## src/rtl/dlx_pkg.sv

```systemverilog
// Shared DLX front-end definitions: fetch FSM states, the NOP encoding and
// the number of low address bits that must be zero for an aligned fetch.
package dlx_pkg;

    typedef enum logic [1:0] {
        IDLE = 2'd0,
        REQ  = 2'd1,
        HOLD = 2'd2,
        DROP = 2'd3
    } fetch_state_t;

    localparam logic [31:0] DLX_NOP     = 32'h0000_0000;
    localparam int          INSTR_ALIGN = 2;

endpackage

```

## src/rtl/ifetch_unit.sv

```systemverilog
// Instruction fetch reader: issues one outstanding read per fetch over a
// req/ack memory port, holds the result for decode over valid/ready, and
// handles redirects (flush), misaligned PCs and memory timeouts.
module ifetch_unit
    import dlx_pkg::*;
#(
    parameter int AW      = 32,
    parameter int DW      = 32,
    parameter int TIMEOUT = 16
) (
    input  logic          clk,
    input  logic          reset,
    input  logic [AW-1:0] i_address,
    input  logic          fetch_en,
    input  logic          flush,
    output logic          mem_req,
    output logic [AW-1:0] mem_addr,
    input  logic          mem_ack,
    input  logic [DW-1:0] mem_rdata,
    output logic [DW-1:0] instr,
    output logic [AW-1:0] instr_addr,
    output logic          instr_valid,
    input  logic          instr_ready,
    output logic          misaligned,
    output logic          bus_err
);

    // Counter only has to reach TIMEOUT-1, where it stops counting.
    localparam int            CW       = (TIMEOUT > 1) ? $clog2(TIMEOUT) : 1;
    localparam logic [CW-1:0] TMO_LAST = CW'(TIMEOUT - 1);

    fetch_state_t  state_reg, state_next;
    logic          mem_req_reg, mem_req_next;
    logic [AW-1:0] mem_addr_reg, mem_addr_next;
    logic [DW-1:0] instr_reg, instr_next;
    logic [AW-1:0] instr_addr_reg, instr_addr_next;
    logic          instr_valid_reg, instr_valid_next;
    logic          misaligned_reg, misaligned_next;
    logic          bus_err_reg, bus_err_next;
    logic [CW-1:0] tmo_cnt_reg, tmo_cnt_next;

    logic          addr_misaligned;
    logic          timeout_hit;
    logic          launch;

    assign addr_misaligned = |i_address[INSTR_ALIGN-1:0];
    assign timeout_hit     = (tmo_cnt_reg == TMO_LAST);

    // State and every output are registered; reset drops mem_req at once.
    always_ff @(posedge clk or posedge reset) begin
        if (reset) begin
            state_reg       <= IDLE;
            mem_req_reg     <= 1'b0;
            mem_addr_reg    <= '0;
            instr_reg       <= '0;
            instr_addr_reg  <= '0;
            instr_valid_reg <= 1'b0;
            misaligned_reg  <= 1'b0;
            bus_err_reg     <= 1'b0;
            tmo_cnt_reg     <= '0;
        end else begin
            state_reg       <= state_next;
            mem_req_reg     <= mem_req_next;
            mem_addr_reg    <= mem_addr_next;
            instr_reg       <= instr_next;
            instr_addr_reg  <= instr_addr_next;
            instr_valid_reg <= instr_valid_next;
            misaligned_reg  <= misaligned_next;
            bus_err_reg     <= bus_err_next;
            tmo_cnt_reg     <= tmo_cnt_next;
        end
    end

    // Next-state and next-output logic; flush is checked first in each state.
    always_comb begin
        state_next       = state_reg;
        mem_req_next     = mem_req_reg;
        mem_addr_next    = mem_addr_reg;
        instr_next       = instr_reg;
        instr_addr_next  = instr_addr_reg;
        instr_valid_next = instr_valid_reg;
        misaligned_next  = misaligned_reg;
        bus_err_next     = bus_err_reg;
        tmo_cnt_next     = tmo_cnt_reg;
        launch           = 1'b0;

        case (state_reg)
            IDLE: begin
                // A redirect in IDLE suppresses the fetch for this cycle.
                if (!flush && fetch_en) begin
                    launch = 1'b1;
                end
            end

            REQ: begin
                if (flush) begin
                    if (mem_ack) begin
                        // Read completes as it is cancelled: nothing left to drain.
                        state_next   = IDLE;
                        mem_req_next = 1'b0;
                    end else begin
                        // Request stays up until memory answers, then is discarded.
                        state_next   = DROP;
                        tmo_cnt_next = '0;
                    end
                end else if (mem_ack) begin
                    state_next       = HOLD;
                    mem_req_next     = 1'b0;
                    instr_next       = mem_rdata;
                    instr_valid_next = 1'b1;
                end else if (timeout_hit) begin
                    state_next       = HOLD;
                    mem_req_next     = 1'b0;
                    instr_next       = DW'(DLX_NOP);
                    bus_err_next     = 1'b1;
                    instr_valid_next = 1'b1;
                end else begin
                    tmo_cnt_next = tmo_cnt_reg + 1'b1;
                end
            end

            HOLD: begin
                if (flush) begin
                    state_next       = IDLE;
                    instr_valid_next = 1'b0;
                    misaligned_next  = 1'b0;
                    bus_err_next     = 1'b0;
                end else if (instr_ready) begin
                    instr_valid_next = 1'b0;
                    misaligned_next  = 1'b0;
                    bus_err_next     = 1'b0;
                    if (fetch_en) begin
                        launch = 1'b1;
                    end else begin
                        state_next = IDLE;
                    end
                end
            end

            DROP: begin
                // Further flushes change nothing here; only ack or timeout leave.
                if (mem_ack || timeout_hit) begin
                    state_next   = IDLE;
                    mem_req_next = 1'b0;
                end else begin
                    tmo_cnt_next = tmo_cnt_reg + 1'b1;
                end
            end

            default: begin
                state_next   = IDLE;
                mem_req_next = 1'b0;
            end
        endcase

        // Start a fetch of the current PC (from IDLE or back-to-back from HOLD).
        if (launch) begin
            instr_addr_next = i_address;
            if (addr_misaligned) begin
                state_next       = HOLD;
                instr_next       = DW'(DLX_NOP);
                misaligned_next  = 1'b1;
                instr_valid_next = 1'b1;
            end else begin
                state_next    = REQ;
                mem_req_next  = 1'b1;
                mem_addr_next = i_address;
                tmo_cnt_next  = '0;
            end
        end
    end

    assign mem_req     = mem_req_reg;
    assign mem_addr    = mem_addr_reg;
    assign instr       = instr_reg;
    assign instr_addr  = instr_addr_reg;
    assign instr_valid = instr_valid_reg;
    assign misaligned  = misaligned_reg;
    assign bus_err     = bus_err_reg;

endmodule

```

## config.mk

```make
export PLATFORM = sky130hd
export DESIGN_NAME = ifetch_unit
export DESIGN_NICKNAME = d
export VERILOG_FILES = /design/src/rtl/dlx_pkg.sv /design/src/rtl/ifetch_unit.sv
export SDC_FILE = /design/constraint.sdc
export NUM_CORES = 1
export LEC_CHECK = 0
export CAP_MARGIN = 10
export CORE_MARGIN = 1.5
export CORE_UTILIZATION = 45
export CTS_BUF_LIST = sky130_fd_sc_hd__clkbuf_8
export CTS_CLUSTER_DIAMETER = 120
export DETAILED_ROUTE_END_ITERATION = 10
export PLACE_DENSITY = 0.83
export SKIP_CTS_REPAIR_TIMING = 1
export SLEW_MARGIN = 40
export SYNTH_ARGS = -nofsm -noshare
export SYNTH_HDL_FRONTEND = slang
export SYNTH_SLANG_ARGS = --single-unit
export TNS_END_PERCENT = 5
```

## constraint.sdc

```tcl
create_clock -name clk -period 4.05 [get_ports clk]
set_clock_uncertainty 0.1 [all_clocks]
set_input_delay 0.405 -clock clk [delete_from_list [all_inputs] [get_ports clk]]
set_output_delay 0.405 -clock clk [all_outputs]
set_load 0.005 [all_outputs]
```

==> impl_metrics.env, run 1 <==
export IMPL_post_route_drc_count=0
export IMPL_nets=563
export IMPL_status="finished, final reports clean"
export IMPL_postPlaceCellArea_mm2=0.00613
export IMPL_clkTransAtPathRegs_ns=0.09
export IMPL_worstMarginPinSlew_ns=0.791
export IMPL_cts_max_path_buffers=2
export IMPL_htreeDepth=3
export IMPL_crit_chain="inv_1 -> ha_1 -> a21oi_1 -> nor4_4 -> buf_4 -> mux2_2"
export IMPL_via_count=3162
export IMPL_clock_fmax_mhz=395
export IMPL_grt_use_total=0.210
export IMPL_die_h_um=101
export IMPL_synth_top_cell_area_share=0.618
export IMPL_row_count=35
export IMPL_synth_edf_count=0
export IMPL_final_setup_worst_slack_ns=1.52
export IMPL_maxCapViolations=0
export IMPL_p_clk_frac=0.158
export IMPL_antennaDiodeCount=0
export IMPL_seqPwrFrac=0.409
export IMPL_leakage_nw=2.72
export IMPL_yosysWarnings=0
export IMPL_cpPeakStageDelay_ns=0.65
export IMPL_async_flop_share=1.00
export IMPL_post_route_period_util=0.626
export IMPL_antenna_found_initial=0
export IMPL_die_w_um=101
export IMPL_fillers=675
export IMPL_synth_avg_cell_area_um2=13.5
export IMPL_p_sw_w=0.00127
export IMPL_dieArea_mm2=0.0101
export IMPL_cpMaxStageDelayCell="nor4_4"
export IMPL_finalPower_w=0.00443
export IMPL_numCtsBuffers=9
export IMPL_rsz0062_at_grt="false"
export IMPL_wl_per_cell_um=16.7
export IMPL_grt_overflow=0
export IMPL_drt_pre_antenna_iters=5
export IMPL_coreArea_mm2=0.00924
export IMPL_critPathArrivalTime_ns=2.67
export IMPL_area_growth_pct=47.8
export IMPL_ys_types=39
export IMPL_irDropWorstVdd_mv=0.369
export IMPL_crit_required_ns=4.19
export IMPL_ys_seq_elements=106
export IMPL_clkSinkCount=106
export IMPL_ys_top_cells_by_area="dfrtp_1, mux2_2, a22oi_1"
export IMPL_comb_power_share=0.433
export IMPL_finalSetupViolCount=0
export IMPL_yosysMostFrequentCell="dfrtp_1"
export IMPL_worst_setup_path_start_kind="register"
export IMPL_p_int_w=0.00316
export IMPL_finalInstanceArea_mm2=0.00635
export IMPL_slew_headroom=0.468
export IMPL_synth_fp_nets=394
export IMPL_drive_gt1_frac=0.187
export IMPL_drt_iter0_markers=162
export IMPL_initial_utilization=0.465
export IMPL_grt_pass1_wl_um=16400
export IMPL_drv_slew=0
export IMPL_gp_congestion=0.852
export IMPL_synth_ff_type="dfrtp_1"
export IMPL_min_path_type="reg -> reg"
export IMPL_crit_buf_inv=2
export IMPL_fin_crit_ns=2.53
export IMPL_grt_max_degree=53
export IMPL_path_delay_family="simple AND/OR/NAND/NOR gates"
export IMPL_via_per_inst=5.09
export IMPL_drtAntennaViolNets=0
export IMPL_cts_root_buf="clkbuf_8"
export IMPL_tns_ns=0
export IMPL_syn_inst=319
export IMPL_routed_wl_um=10400
export IMPL_finalHoldViolCount=0
export IMPL_synthTopCellsByCount="dfrtp_1, mux2_2, nor2_1"
export IMPL_place_hpwl_um=7650
export IMPL_clkLatencyLatePin_ns=0.35
export IMPL_cp_max_fo=14
export IMPL_seq_area_frac_synth=0.618
export IMPL_place_ws_ns=1.20
export IMPL_syn_area_mm2=0.00429
export IMPL_ios=170
export IMPL_switching_share=0.287
export IMPL_grt_pass1_vias=3359
export IMPL_numPortBuffers=169
export IMPL_fin_util=0.687
export IMPL_power_per_cell_area_mw_per_mm2=699
export IMPL_crit_type="reg -> reg"
export IMPL_crit_path_end_kind="register"
export IMPL_yosys_area_top_type="dfrtp_1"
export IMPL_cts_tree="yes"
==> stage by stage <==
stage	std cells	hold slack (ns)
floorplan	319	0.374
global placement	604	0.363
detailed placement	606	0.365
CTS	621	0.387
global route	621	0.408
finish	621	0.381
==> cell families after synthesis <==
family | count (synthesis) | share of synthesized area
fa+ha+maj | 5 | 0.0146
flops | 106 | 0.618
compound gates | 59 | 0.0991
mux | 64 | 0.168
buf+inv | 26 | 0.0309
simple gates | 58 | 0.0682
xor+xnor | 1 | 0.00204
==> placed cells by master (no fill, tap or decap), drive strengths merged, types with 2 or more instances in the layout <==
| cell | count |
|---|---|
| inv | 8 |
| a21oi | 5 |
| a22oi | 33 |
| a31oi | 2 |
| a21o | 2 |
| bufinv | 2 |
| nor2 | 41 |
| nand3b | 2 |
| mux2 | 63 |
| clkbuf | 10 |
| o21bai | 2 |
| nand2b | 3 |
| and2b | 2 |
| nor2b | 2 |
| dfrtp | 106 |
| clkdlybuf4s50 | 169 |
| buf | 8 |
| o21ai | 7 |
| ha | 5 |
==> path summary, 6_finish.rpt <==
path	from	endpoint	slack, ns	depth (start not counted)
max in group asynchronous	reset	tmo_cnt_reg[0]	2.62	3
worst min-delay path	misaligned	misaligned	0.38	1
worst max register to register	state_reg[0]	mem_addr[4]	1.52	6
worst min register to register	misaligned	misaligned	0.38	1
worst max-delay path	state_reg[0]	mem_addr[4]	1.52	6
min in group asynchronous	reset	instr_addr[17]	0.39	2
==> cell type report <==
type                            count  area (um2)  share of cell area
Multi-Input combinational cell    187        1520               0.240
Clock buffer                       10         138              0.0217
Sequential cell                   106        2650               0.418
Inverter                            7        28.8             0.00453
Tap cell                          129         161              0.0254
Timing Repair Buffer              177        1760               0.278
Clock inverter                      5        80.1              0.0126
==> power groups by stage <==
stage | logic (W) | clock network (W) | registers (W)
2_1_floorplan | 0.000714 | 0 | 0.00184
3_3_place_gp | 0.00189 | 0 | 0.00180
3_5_place_dp | 0.00194 | 0 | 0.00183
4_1_cts | 0.00195 | 0.000720 | 0.00182
5_1_grt | 0.00208 | 0.000764 | 0.00187
6_report | 0.00192 | 0.000699 | 0.00181
==> layer usage <==
metal / GRT usage / wire length, um
met5: 0 / 0
met4: 0.0693 / 150
met3: 0.0860 / 894
met2: 0.346 / 5180
met1: 0.251 / 4130
(Power assumes the default switching activity.)
==> run 2: changes to the inputs <==
clock period = 2.63 ns   (was 4.05 ns; I/O delays follow)
==> run 2 against run 1 <==
First-iteration DRC count increased by 20%; flip-flop and latch count unchanged; total power increased by 53%; via count increased by 2.2%; critical path type unchanged; largest power group unchanged; highest routed layer unchanged.
==> impl_metrics.env, run 2 (synthesis results as in run 1) <==
export IMPL_status="finished, final reports clean"
export IMPL_leakage_nw=2.73
export IMPL_worstMarginPinSlew_ns=0.780
export IMPL_ios=170
export IMPL_finalHoldViolCount=0
export IMPL_grt_pass1_vias=3329
export IMPL_cts_tree="yes"
export IMPL_numPortBuffers=169
export IMPL_drv_slew=0
export IMPL_via_count=3233
export IMPL_finalInstanceArea_mm2=0.00638
export IMPL_htreeDepth=3
export IMPL_place_hpwl_um=7550
export IMPL_post_route_period_util=0.922
export IMPL_crit_chain="inv_1 -> ha_1 -> a21oi_1 -> nor4_4 -> buf_12 -> mux2_2"
export IMPL_path_delay_family="simple AND/OR/NAND/NOR gates"
export IMPL_coreArea_mm2=0.00924
export IMPL_row_count=35
export IMPL_finalSetupViolCount=0
export IMPL_clock_fmax_mhz=413
export IMPL_antennaDiodeCount=0
export IMPL_drtAntennaViolNets=0
export IMPL_cpMaxStageDelayCell="nor4_4"
export IMPL_cpPeakStageDelay_ns=0.64
export IMPL_min_path_type="in -> async"
export IMPL_clkSinkCount=106
export IMPL_clkTransAtPathRegs_ns=0.10
export IMPL_gp_congestion=0.881
export IMPL_numCtsBuffers=9
export IMPL_initial_utilization=0.465
export IMPL_cts_max_path_buffers=2
export IMPL_die_w_um=101
export IMPL_grt_pass1_wl_um=16400
export IMPL_dieArea_mm2=0.0101
export IMPL_maxCapViolations=0
export IMPL_via_per_inst=5.19
export IMPL_cp_max_fo=15
export IMPL_fillers=674
export IMPL_drt_iter0_markers=194
export IMPL_tns_ns=0
export IMPL_rsz0062_at_grt="false"
export IMPL_worst_setup_path_start_kind="register"
export IMPL_die_h_um=101
export IMPL_crit_buf_inv=2
export IMPL_place_ws_ns=0.0504
export IMPL_final_cell_mix="clkdlybuf4s50_1, dfrtp_1, mux2_2, nor2_1, a22oi_1"
export IMPL_drive_gt1_frac=0.192
export IMPL_wl_per_cell_um=16.4
export IMPL_power_per_cell_area_mw_per_mm2=1060
export IMPL_multi_input_area_mm2=0.00152
export IMPL_postPlaceCellArea_mm2=0.00618
export IMPL_crit_path_end_kind="register"
export IMPL_nets=564
export IMPL_cts_root_buf="clkbuf_8"
export IMPL_drt_pre_antenna_iters=4
export IMPL_crit_required_ns=2.77
export IMPL_grt_overflow=0
export IMPL_critPathArrivalTime_ns=2.57
export IMPL_antenna_found_initial=0
export IMPL_final_setup_worst_slack_ns=0.206
export IMPL_clkLatencyLatePin_ns=0.35
export IMPL_routed_wl_um=10200
export IMPL_layout_commonest_cell="clkdlybuf4s50_1"
export IMPL_grt_use_total=0.207
export IMPL_slew_headroom=0.476
export IMPL_grt_max_degree=46
export IMPL_hold_ws_ns=0.237
export IMPL_fin_crit_ns=2.42
export IMPL_fin_util=0.691
export IMPL_crit_type="reg -> reg"
export IMPL_post_route_drc_count=0
export IMPL_area_growth_pct=48.7
export IMPL_final_seq_area_mm2=0.00265
export IMPL_irDropWorstVdd_mv=0.574
-- run 2: path summary, 6_finish.rpt --
kind | from | slack [ns] | endpoint | cells past startpoint
worst max-delay path | state_reg[0] | 0.21 | mem_addr[20] | 6
worst min-delay path | reset | 0.24 | instr_addr[16] | 2
worst max register to register | state_reg[0] | 0.21 | mem_addr[20] | 6
worst min register to register | misaligned | 0.39 | misaligned | 1
max in group asynchronous | reset | 1.55 | tmo_cnt_reg[1] | 3
min in group clk | misaligned | 0.39 | misaligned | 1
-- run 2: per-layer routing --
metal / vias up / routed length (um) / part of all wire / GRT usage
li1: 1476 / - / - / -
met1: 1635 / 4090 / 0.40 / 0.255
met2: 111 / 5160 / 0.51 / 0.344
met3: 11 / 826 / 0.081 / 0.0666
met4: 0 / 131 / 0.013 / 0.0704
met5: - / 0 / 0 / 0
-- run 2: worst reg2reg max path, cell delays in order, from the launching register on --
cell	delay [ns]
dfrtp_1	0.41
inv_1	0.10
ha_1	0.24
a21oi_1	0.23
nor4_4	0.64
buf_12	0.24
mux2_2	0.35
-- run 2: through the flow --
step	std cells	power, W
after floorplan	319	0.00394
after global placement	607	0.00570
after detailed placement	607	0.00581
after CTS	623	0.00687
after global routing	623	0.00722
final	623	0.00678
-- run 2: report_power, final --
group	switching, W	internal [W]
registers	0.000425	0.00237
logic	0.00100	0.00195
clock network	0.000556	0.000477
-- run 2: final cells by class --
class | instances | area share
flip-flops and latches | 106 | 0.415
repair buffers | 178 | 0.283
inverters | 7 | 0.00470
clock inverters | 6 | 0.0110
multi-input cells | 187 | 0.239
clock buffers | 10 | 0.0216
well taps | 129 | 0.0253
==> run 3: changes to the inputs <==
SKIP_CTS_REPAIR_TIMING = unset   (was 1)
==> results of run 3 <==
Final layout, timing and power as in run 2 (identical DEF).
